## src/rtl/sr_lru_unit_pkg.sv

```systemverilog
// Shared types and constants for the sr_cpu LRU tracker (sr_lru_unit / sr_lru_store).
package sr_lru_unit_pkg;

  localparam int unsigned STAT_W = 16;

  localparam logic LRU_OP_PUSH = 1'b0;
  localparam logic LRU_OP_POP  = 1'b1;

  typedef enum logic [1:0] {
    ST_IDLE   = 2'd0,
    ST_SEARCH = 2'd1,
    ST_SHIFT  = 2'd2,
    ST_DONE   = 2'd3
  } lru_state_t;

  // Saturating increment for the hit/miss statistics counters.
  function automatic logic [STAT_W-1:0] sat_inc(input logic [STAT_W-1:0] v);
    return (v == '1) ? v : v + STAT_W'(1);
  endfunction

endpackage

```

## src/rtl/sr_lru_store.sv

```systemverilog
// Recency-ordered register array: insert at slot 0 while shifting slots 1..hi down by one,
// plus one asynchronous read port.
module sr_lru_store #(
  parameter int unsigned DEPTH = 8,
  parameter int unsigned WIDTH = 32
) (
  input  logic                     clk,
  input  logic                     i_shift_en,
  input  logic [$clog2(DEPTH)-1:0] i_shift_hi,
  input  logic [WIDTH-1:0]         i_ins_data,
  input  logic [$clog2(DEPTH)-1:0] i_rd_idx,
  output logic [WIDTH-1:0]         o_rd_data_c
);

  localparam int unsigned IW = $clog2(DEPTH);

  logic [WIDTH-1:0] r_mem [DEPTH];

  // All moves happen in parallel on one edge; slots above hi keep their value.
  always_ff @(posedge clk) begin
    if (i_shift_en) begin
      r_mem[0] <= i_ins_data;
      for (int unsigned j = 1; j < DEPTH; j++) begin
        if (IW'(j) <= i_shift_hi) begin
          r_mem[j] <= r_mem[j-1];
        end
      end
    end
  end

  assign o_rd_data_c = r_mem[i_rd_idx];

endmodule

```

## src/rtl/sr_lru_unit.sv

```systemverilog
// Multi-cycle LRU tracker for lru.push / lru.pop: linear search, single-cycle shift-insert.
// Optional statistics counters built only when SR_LRU_STATS_EN is defined.
module sr_lru_unit
  import sr_lru_unit_pkg::*;
#(
  parameter int unsigned DEPTH = 8,
  parameter int unsigned WIDTH = 32
) (
  input  logic                   clk,
  input  logic                   rst_n,
  input  logic                   req_valid,
  input  logic                   req_op,
  input  logic [WIDTH-1:0]       req_data,
  output logic                   req_ready,
  output logic                   resp_valid,
  output logic [WIDTH-1:0]       resp_data,
  output logic                   resp_hit,
  output logic                   resp_evict,
  output logic                   resp_err,
  output logic [$clog2(DEPTH):0] count,
  output logic [STAT_W-1:0]      hit_cnt,
  output logic [STAT_W-1:0]      miss_cnt
);

  localparam int unsigned IW = $clog2(DEPTH);
  localparam int unsigned CW = IW + 1;

  lru_state_t       r_state;
  logic             r_op;
  logic [WIDTH-1:0] r_data;
  logic [WIDTH-1:0] r_evict_data;
  logic [IW-1:0]    r_idx;
  logic             r_hit;
  logic             r_evict;
  logic [CW-1:0]    r_count;

  logic [IW-1:0]    w_rd_idx;
  logic [WIDTH-1:0] w_rd_data;
  logic             w_shift_en;
  logic [IW-1:0]    w_shift_hi;
  logic             w_full;
  logic             w_match;
  logic             w_last;

  assign w_full     = (r_count == CW'(DEPTH));
  assign w_match    = (w_rd_data == r_data);
  assign w_last     = (CW'(r_idx) == r_count - CW'(1));
  assign w_shift_en = (r_state == ST_SHIFT);
  assign count      = r_count;

  // Read port: search slot, old LRU slot (eviction capture), or pop target.
  always_comb begin
    w_rd_idx = r_idx;
    case (r_state)
      ST_SHIFT: w_rd_idx = IW'(DEPTH - 1);
      ST_DONE:  w_rd_idx = IW'(r_count - CW'(1));
      default:  w_rd_idx = r_idx;
    endcase
  end

  // Hit: move the hit slot to the front. Miss: shift everything valid, dropping LRU when full.
  always_comb begin
    w_shift_hi = r_count[IW-1:0];
    if (r_hit) begin
      w_shift_hi = r_idx;
    end else if (w_full) begin
      w_shift_hi = IW'(DEPTH - 1);
    end
  end

  sr_lru_store #(
    .DEPTH (DEPTH),
    .WIDTH (WIDTH)
  ) u_store (
    .clk         (clk),
    .i_shift_en  (w_shift_en),
    .i_shift_hi  (w_shift_hi),
    .i_ins_data  (r_data),
    .i_rd_idx    (w_rd_idx),
    .o_rd_data_c (w_rd_data)
  );

  always_ff @(posedge clk or negedge rst_n) begin
    if (!rst_n) begin
      r_state      <= ST_IDLE;
      req_ready    <= 1'b1;
      resp_valid   <= 1'b0;
      resp_data    <= '0;
      resp_hit     <= 1'b0;
      resp_evict   <= 1'b0;
      resp_err     <= 1'b0;
      r_count      <= '0;
      r_op         <= LRU_OP_PUSH;
      r_data       <= '0;
      r_evict_data <= '0;
      r_idx        <= '0;
      r_hit        <= 1'b0;
      r_evict      <= 1'b0;
    end else begin
      resp_valid <= 1'b0;
      case (r_state)
        ST_IDLE: begin
          if (req_valid) begin
            r_op      <= req_op;
            r_data    <= req_data;
            r_idx     <= '0;
            r_hit     <= 1'b0;
            r_evict   <= 1'b0;
            req_ready <= 1'b0;
            if (req_op == LRU_OP_POP) begin
              r_state <= ST_DONE;
            end else if (r_count == '0) begin
              r_state <= ST_SHIFT;
            end else begin
              r_state <= ST_SEARCH;
            end
          end
        end
        ST_SEARCH: begin
          if (w_match) begin
            r_hit   <= 1'b1;
            r_state <= ST_SHIFT;
          end else if (w_last) begin
            r_state <= ST_SHIFT;
          end else begin
            r_idx <= r_idx + IW'(1);
          end
        end
        ST_SHIFT: begin
          if (!r_hit) begin
            if (w_full) begin
              r_evict      <= 1'b1;
              r_evict_data <= w_rd_data;
            end else begin
              r_count <= r_count + CW'(1);
            end
          end
          r_state <= ST_DONE;
        end
        ST_DONE: begin
          resp_valid <= 1'b1;
          req_ready  <= 1'b1;
          r_state    <= ST_IDLE;
          if (r_op == LRU_OP_PUSH) begin
            resp_err   <= 1'b0;
            resp_hit   <= r_hit;
            resp_evict <= r_evict;
            resp_data  <= r_evict ? r_evict_data : '0;
          end else begin
            resp_hit   <= 1'b0;
            resp_evict <= 1'b0;
            if (r_count == '0) begin
              resp_err  <= 1'b1;
              resp_data <= '0;
            end else begin
              resp_err  <= 1'b0;
              resp_data <= w_rd_data;
              r_count   <= r_count - CW'(1);
            end
          end
        end
        default: r_state <= ST_IDLE;
      endcase
    end
  end

`ifdef SR_LRU_STATS_EN
  logic [STAT_W-1:0] r_hit_cnt;
  logic [STAT_W-1:0] r_miss_cnt;

  // One count per completed push, updated alongside the response.
  always_ff @(posedge clk or negedge rst_n) begin
    if (!rst_n) begin
      r_hit_cnt  <= '0;
      r_miss_cnt <= '0;
    end else if ((r_state == ST_DONE) && (r_op == LRU_OP_PUSH)) begin
      if (r_hit) begin
        r_hit_cnt <= sat_inc(r_hit_cnt);
      end else begin
        r_miss_cnt <= sat_inc(r_miss_cnt);
      end
    end
  end

  assign hit_cnt  = r_hit_cnt;
  assign miss_cnt = r_miss_cnt;
`else
  assign hit_cnt  = '0;
  assign miss_cnt = '0;
`endif

endmodule
```

## config.mk

```make
export PLATFORM = sky130hd
export DESIGN_NAME = sr_lru_unit
export DESIGN_NICKNAME = d
export VERILOG_FILES = /design/src/rtl/sr_lru_unit_pkg.sv /design/src/rtl/sr_lru_store.sv /design/src/rtl/sr_lru_unit.sv
export SDC_FILE = /design/constraint.sdc
export NUM_CORES = 1
export LEC_CHECK = 0
export ABC_AREA = 0
export BUFFER_PORTS_ARGS = -buffer_cell sky130_fd_sc_hd__buf_2
export CELL_PAD_IN_SITES_DETAIL_PLACEMENT = 0
export CELL_PAD_IN_SITES_GLOBAL_PLACEMENT = 2
export CORE_ASPECT_RATIO = 0.5
export CORE_MARGIN = 4
export CORE_UTILIZATION = 38
export CTS_CLUSTER_DIAMETER = 40
export DETAILED_ROUTE_END_ITERATION = 10
export GPL_ROUTABILITY_DRIVEN = 0
export PLACE_DENSITY = 0.82
export SLEW_MARGIN = 20
export SYNTH_ARGS = -nofsm -noshare
export SYNTH_HDL_FRONTEND = slang
export SYNTH_SLANG_ARGS = --single-unit
```

## constraint.sdc

```tcl
create_clock -name clk -period 5.4 [get_ports clk]
set_clock_uncertainty 0.2 [all_clocks]
set_input_delay 0.27 -clock clk [delete_from_list [all_inputs] [get_ports clk]]
set_output_delay 0.27 -clock clk [all_outputs]
set_load 0.01 [all_outputs]
```

Yosys cells after proc, flatten, opt, wreduce, memory -nomap -nowiden
Memory sizes are Yosys's and may differ from the RTL's.
Index checks and enable logic that the tools add are counted.
{"block": "totals", "register_bits": 113, "latch_bits": 0, "ramBits": 256, "romBits": 0, "inputBits": 36, "elab_cells": 112, "n_memories": 1}
{"block": "classes", "addsub": 3, "mul": 0, "n_div": 0, "order_cmp": 7, "n_eq_ne": 16, "shifts": 0, "mux": 56, "n_bitwise": 1, "reduce_logical": 14}
{"name": "u_store.r_mem", "depth": 8, "word_bits": 32, "read_ports": 8, "rd_clocked_by_memory_dff": 0, "write_ports": 8, "line": "sr_lru_store.sv:17", "source": "logic [WIDTH-1:0] r_mem [DEPTH];"}
{"operator": "$mux W32", "count": 3}
{"operator": "$eq A32 B32 Y1", "count": 1}
{"operator": "$mux W1", "count": 32}
{"operator": "$ne A2 B2 Y1 const B", "count": 9}
{"operator": "$mux W4", "count": 4}
{"operator": "$mux W3", "count": 5}
{"operator": "$le A3 B3 Y1 const A", "count": 4}
{"operator": "$pmux W3 S2", "count": 2}
{"operator": "$mux W2", "count": 5}
{"operator": "$pmux W2 S4", "count": 1}
{"operator": "$pmux W4 S2", "count": 1}
{"operator": "$reduce_and A4 Y1", "count": 2}
{"operator": "$reduce_bool A2 Y1", "count": 4}
{"operator": "$le A2 B3 Y1 const A", "count": 2}
{"operator": "$pmux W1 S2", "count": 3}
{"operator": "$reduce_and A2 Y1", "count": 3}
{"operator": "$reduce_and A3 Y1", "count": 2}
{"operator": "$reduce_and A5 Y1", "count": 1}
{"operator": "$add A4 B1 Y4 const B", "count": 1}
{"operator": "$eq A2 B2 Y1 const B", "count": 2}
{"operator": "$eq A3 B4 Y1", "count": 1}
{"operator": "$eq A4 B4 Y1 const B", "count": 1}
{"operator": "$logic_not A4 Y1", "count": 1}
{"operator": "$sub A4 B1 Y4 const B", "count": 1}
{"operator": "other kinds (6)", "count": 6}

Depth between registers and ports, before layout
{"block": "logic_depth", "depth_word": 7, "ltp_mapped": 17, "mapped_depth_nobuf": 12}

Hierarchy
From an unflattened synthesis, not the netlist that was laid out.
{"block": "unflattened", "cells_unflattened": 888, "area_unflattened_um2": 15378.5}
{"module": "sr_lru_store", "n_inst": 1, "cells_per_inst": 377, "area_per_inst_um2": 9816.9}
{"module": "sr_lru_unit", "n_inst": 1, "cells_per_inst": 511, "area_per_inst_um2": 5561.6}

Worst setup path after synthesis
OpenSTA, ideal clock, no wires.
{"block": "synth_path", "kind": "register to register", "start": "register r_count[0], in the netlist count[0]", "end": "memory u_store.r_mem[1][0] (enable)", "setup_ns": 0.428, "arrival_ns": 4.689, "slack_ns": 0.083, "stages_incl_launch_ff": 9, "n_path_buf": 0, "path_cell_list": "dfrtp_1 > inv_1 > ha_1 > nor2b_1 > nand2_1 > nand2_1 > o22ai_1 > o21ai_0 > o21bai_1"}
{"element": "start: declaration", "line": "sr_lru_unit.sv:35", "source": "logic [CW-1:0] r_count;"}
{"element": "start signal: assignment", "line": "sr_lru_unit.sv:135", "source": "r_count <= r_count + CW'(1);"}
{"element": "start signal: assignment", "line": "sr_lru_unit.sv:158", "source": "r_count <= r_count - CW'(1);"}
{"element": "end: declaration", "line": "sr_lru_store.sv:17"}

Worst setup path after layout
{"block": "layout_path", "start": "register r_state[0]", "end": "register r_state[0]"}
{"block": "layout_via", "elab_chain_len": 6}
{"element": "start: declaration", "line": "sr_lru_unit.sv:28", "source": "lru_state_t r_state;"}
{"element": "start signal: assignment", "line": "sr_lru_unit.sv:85", "source": "r_state <= ST_IDLE;"}
{"element": "start signal: assignment", "line": "sr_lru_unit.sv:111", "source": "r_state <= ST_DONE;"}
{"element": "start signal: assignment", "line": "sr_lru_unit.sv:113", "source": "r_state <= ST_SHIFT;"}
{"element": "$eq A2 B2 Y1", "line": "sr_lru_unit.sv:54, sr_lru_unit.sv:101"}
{"element": "$pmux W3 S2", "line": "sr_lru_unit.sv:54", "source": "case (r_state)"}
{"element": "$mem_v2 Z8 W32"}
{"element": "$eq A32 B32 Y1", "line": "sr_lru_unit.sv:46", "source": "assign w_match = (w_rd_data == r_data);"}
{"element": "$mux W2 or $ne A3 B3 Y1 (tied branches)"}
{"element": "$pmux W2 S4 or $reduce_and A2 Y1 (tied branches)"}
Parallel ways exist; a longest one is shown, timed or not.
A chain may end at the register's enable or synchronous reset.

==> out/qor.txt <==
first-pass GRT wire length: 78.56 mm
area grow syn2layout: 15.41%
Ys Warns: 0
drt total wl: 51.19 mm
total track usage: 19.97%
Worst EP required: 5.60 ns
GR Util met3: 3.598%
Worst Setup End Kind: flop
Max FO, Critical Path: 58
total grt overflow: 0
nets: 1601
Root Buffer: clkbuf_16
Avg Inst Size Synth: 12.14 um^2
met1 Usage GRT: 28.86%
CTS buffer count: 41
largest cells by area after synthesis: edfxtp_1, dfrtp_1, a221oi_1
mapped cell area: 17770 um^2
count of port buffers added during placement: 76
Post-CTS Setup Inserts: 0
Final setup viols: 0
endpoints failing hold: 0
Synth top area share: 43.26%
Top delay family on crit path: simple AND/OR/NAND/NOR gates
antenna cells: 0
most common cell in the netlist: edfxtp_1
Initial DRT Pass Iterations: 6
Residual DRC: 0
H-tree lvl count: 2
Max Clk Rate: 201.6 MHz
Max Root-Sink Buffers: 3
synthesized flop and latch total: 369
Post-synth top flop: edfxtp_1
met2 Resource Use GR: 31.17%
initial antenna violation count: 0
Setup TNS: 0 ns
synth unique cells: 54
largest net degree at the start of global routing: 80
Core Box Area: 45690 um^2
RSZ-0062 raised after global routing: false
DP Worst Slack: 0.5142 ns
Seq/Total Area, Yosys: 59.18%
clock transition at the registers of the reported paths: 0.06 ns
minimum clock period after layout: 4.960 ns
max_cap viols: 0
num ports: 109
share of layout cells above drive strength 1: 17.51%
Via density: 5.870
filler cell count: 4167
Final Cycle Share: 91.84%
Post-synth ARST share: 30.62%
number of synthesized flops with an enable pin: 256
DPL Wire Length: 30.34 mm
post-route ant nets: 0
crit path DAT: 5.16 ns
Initial Util: 38.89%
Setup WS post-layout: 0.4405 ns
Worst Path Buf+Inv: 2
TritonCTS clock tree: yes
Avg WL per Cell: 23.11 um
max-slew violations: 0
Critical Path Slowest Stage Cell: nor4_1
top post-synthesis cells by count: edfxtp_1, nand2_1, a221oi_1, dfrtp_1, nor2_1
hold-fix buffer count after cts: 34
row cnt: 55
Skew-Pair Late Insertion Delay: 0.56 ns
Die Span Y: 160.9 um
Die Width: 313.8 um
slew margin rel.: 23.73%
Post-Synthesis Cells: 1464
area leader, netlist: edfxtp_1
clk sink count: 369
max incr delay on CP: 0.69 ns
initial drt markers: 1365
vias in the first global route: 12650
Via Count: 13000
die area: 50500 um^2
critical path type: reg -> reg
Startpoint Class: flop
crit-path cells: inv_1 -> ha_2 -> nor2b_4 -> buf_12 -> mux2_2 -> a22oi_1 -> a32o_1 -> or3_1 -> nand4_1 -> nor4_1 -> and4_1 -> o21ai_0 -> mux2i_1
busiest layer in global routing: met2
Hold WC Path Type: in -> reg
actual slew at the worst max-slew pin: 1.140 ns
Resized cells post-CTS: 0
status: finished clean
## cells in the final DEF, fill, tap and decap left out, drive strengths merged, types with 38 or more instances in the layout
cell type	instances
edfxtp	256
nand2	253
buf	125
a221oi	119
dfrtp	112
nor2	103
mux2i	97
mux2	72
clkbuf	56
o21ai	38
## worst paths after layout
check	start	end	slack, ns	depth (start not counted)
worst min-delay path	req_valid	req_ready	0.09	4
min in group asynchronous	rst_n	resp_evict	0.14	2
worst max-delay path	r_state[0]	r_state[0]	0.44	13
max in group asynchronous	rst_n	r_evict_data[0]	3.44	3
worst min register to register	u_store.r_mem[5][23]	u_store.r_mem[6][23]	0.25	0
worst max register to register	r_state[0]	r_state[0]	0.44	13
## through the flow
stage          util (%)  hold WS (ns)  area (um^2)  std cells
2_1_floorplan         -       -0.2256        17890       1495
3_3_place_gp      41.19        0.1748        18820       2105
3_5_place_dp      41.19        0.1850        18820       2105
4_1_cts           44.86       0.05847        20500       2214
5_1_grt           44.88        0.1252        20510       2215
6_report          44.88       0.08826        20510       2215
## sequential cells by signal, indices dropped and copies added, names as in the netlist
signal	flops
count	4
r_data	32
r_evict	1
r_evict_data	32
r_hit	1
r_idx	3
r_op	1
r_state	2
req_ready	1
resp_data	32
resp_err	1
resp_evict	1
resp_hit	1
resp_valid	1
u_store.r_mem	256
## cell families (layout without fill, tap and decap cells)
kind of cell    after synthesis  in the layout  synth area share, %
other cells                   1             32              0.02110
compound gates              320            320                14.45
mux                         169            169                10.10
fa+ha+maj                     9              9               0.6337
xor+xnor                      6              6               0.2957
buf+inv                     151            244                4.844
simple gates                439            439                10.48
flops                       369            369                59.18
## routing by layer
| metal | wire length (um) | vias up | share of wire, % |
|---|---|---|---|
| met3 | 3864 | 73 | 7.5 |
| li1 | - | 5748 | - |
| met2 | 23270 | 567 | 45 |
| met1 | 23030 | 6613 | 45 |
| met5 | 0 | - | 0 |
| met4 | 1018 | 0 | 2.0 |
## worst reg2reg max path, stage by stage (launching register included)
cell     delay (ns)
dfrtp_1        0.44
inv_1          0.14
ha_2           0.29
nor2b_4        0.53
buf_12         0.42
mux2_2         0.47
a22oi_1        0.19
a32o_1         0.28
or3_1          0.13
nand4_1        0.14
nor4_1         0.69
and4_1         0.47
o21ai_0        0.24
mux2i_1        0.19
## final cells by class
cell class              instances  area, um^2  area share [%]
flip-flops and latches        369       10520           51.28
multi-input cells             975        6626           32.31
repair buffers                159        1204           5.869
clock buffers                  56        1155           5.631
well taps                     627       784.5           3.825
clock inverters                19       183.9          0.8969
inverters                      10       37.54          0.1830
Power is left out: the tool's default activity adds up to more than one toggle a clock period on the data nets, which glitch-free logic cannot reach.
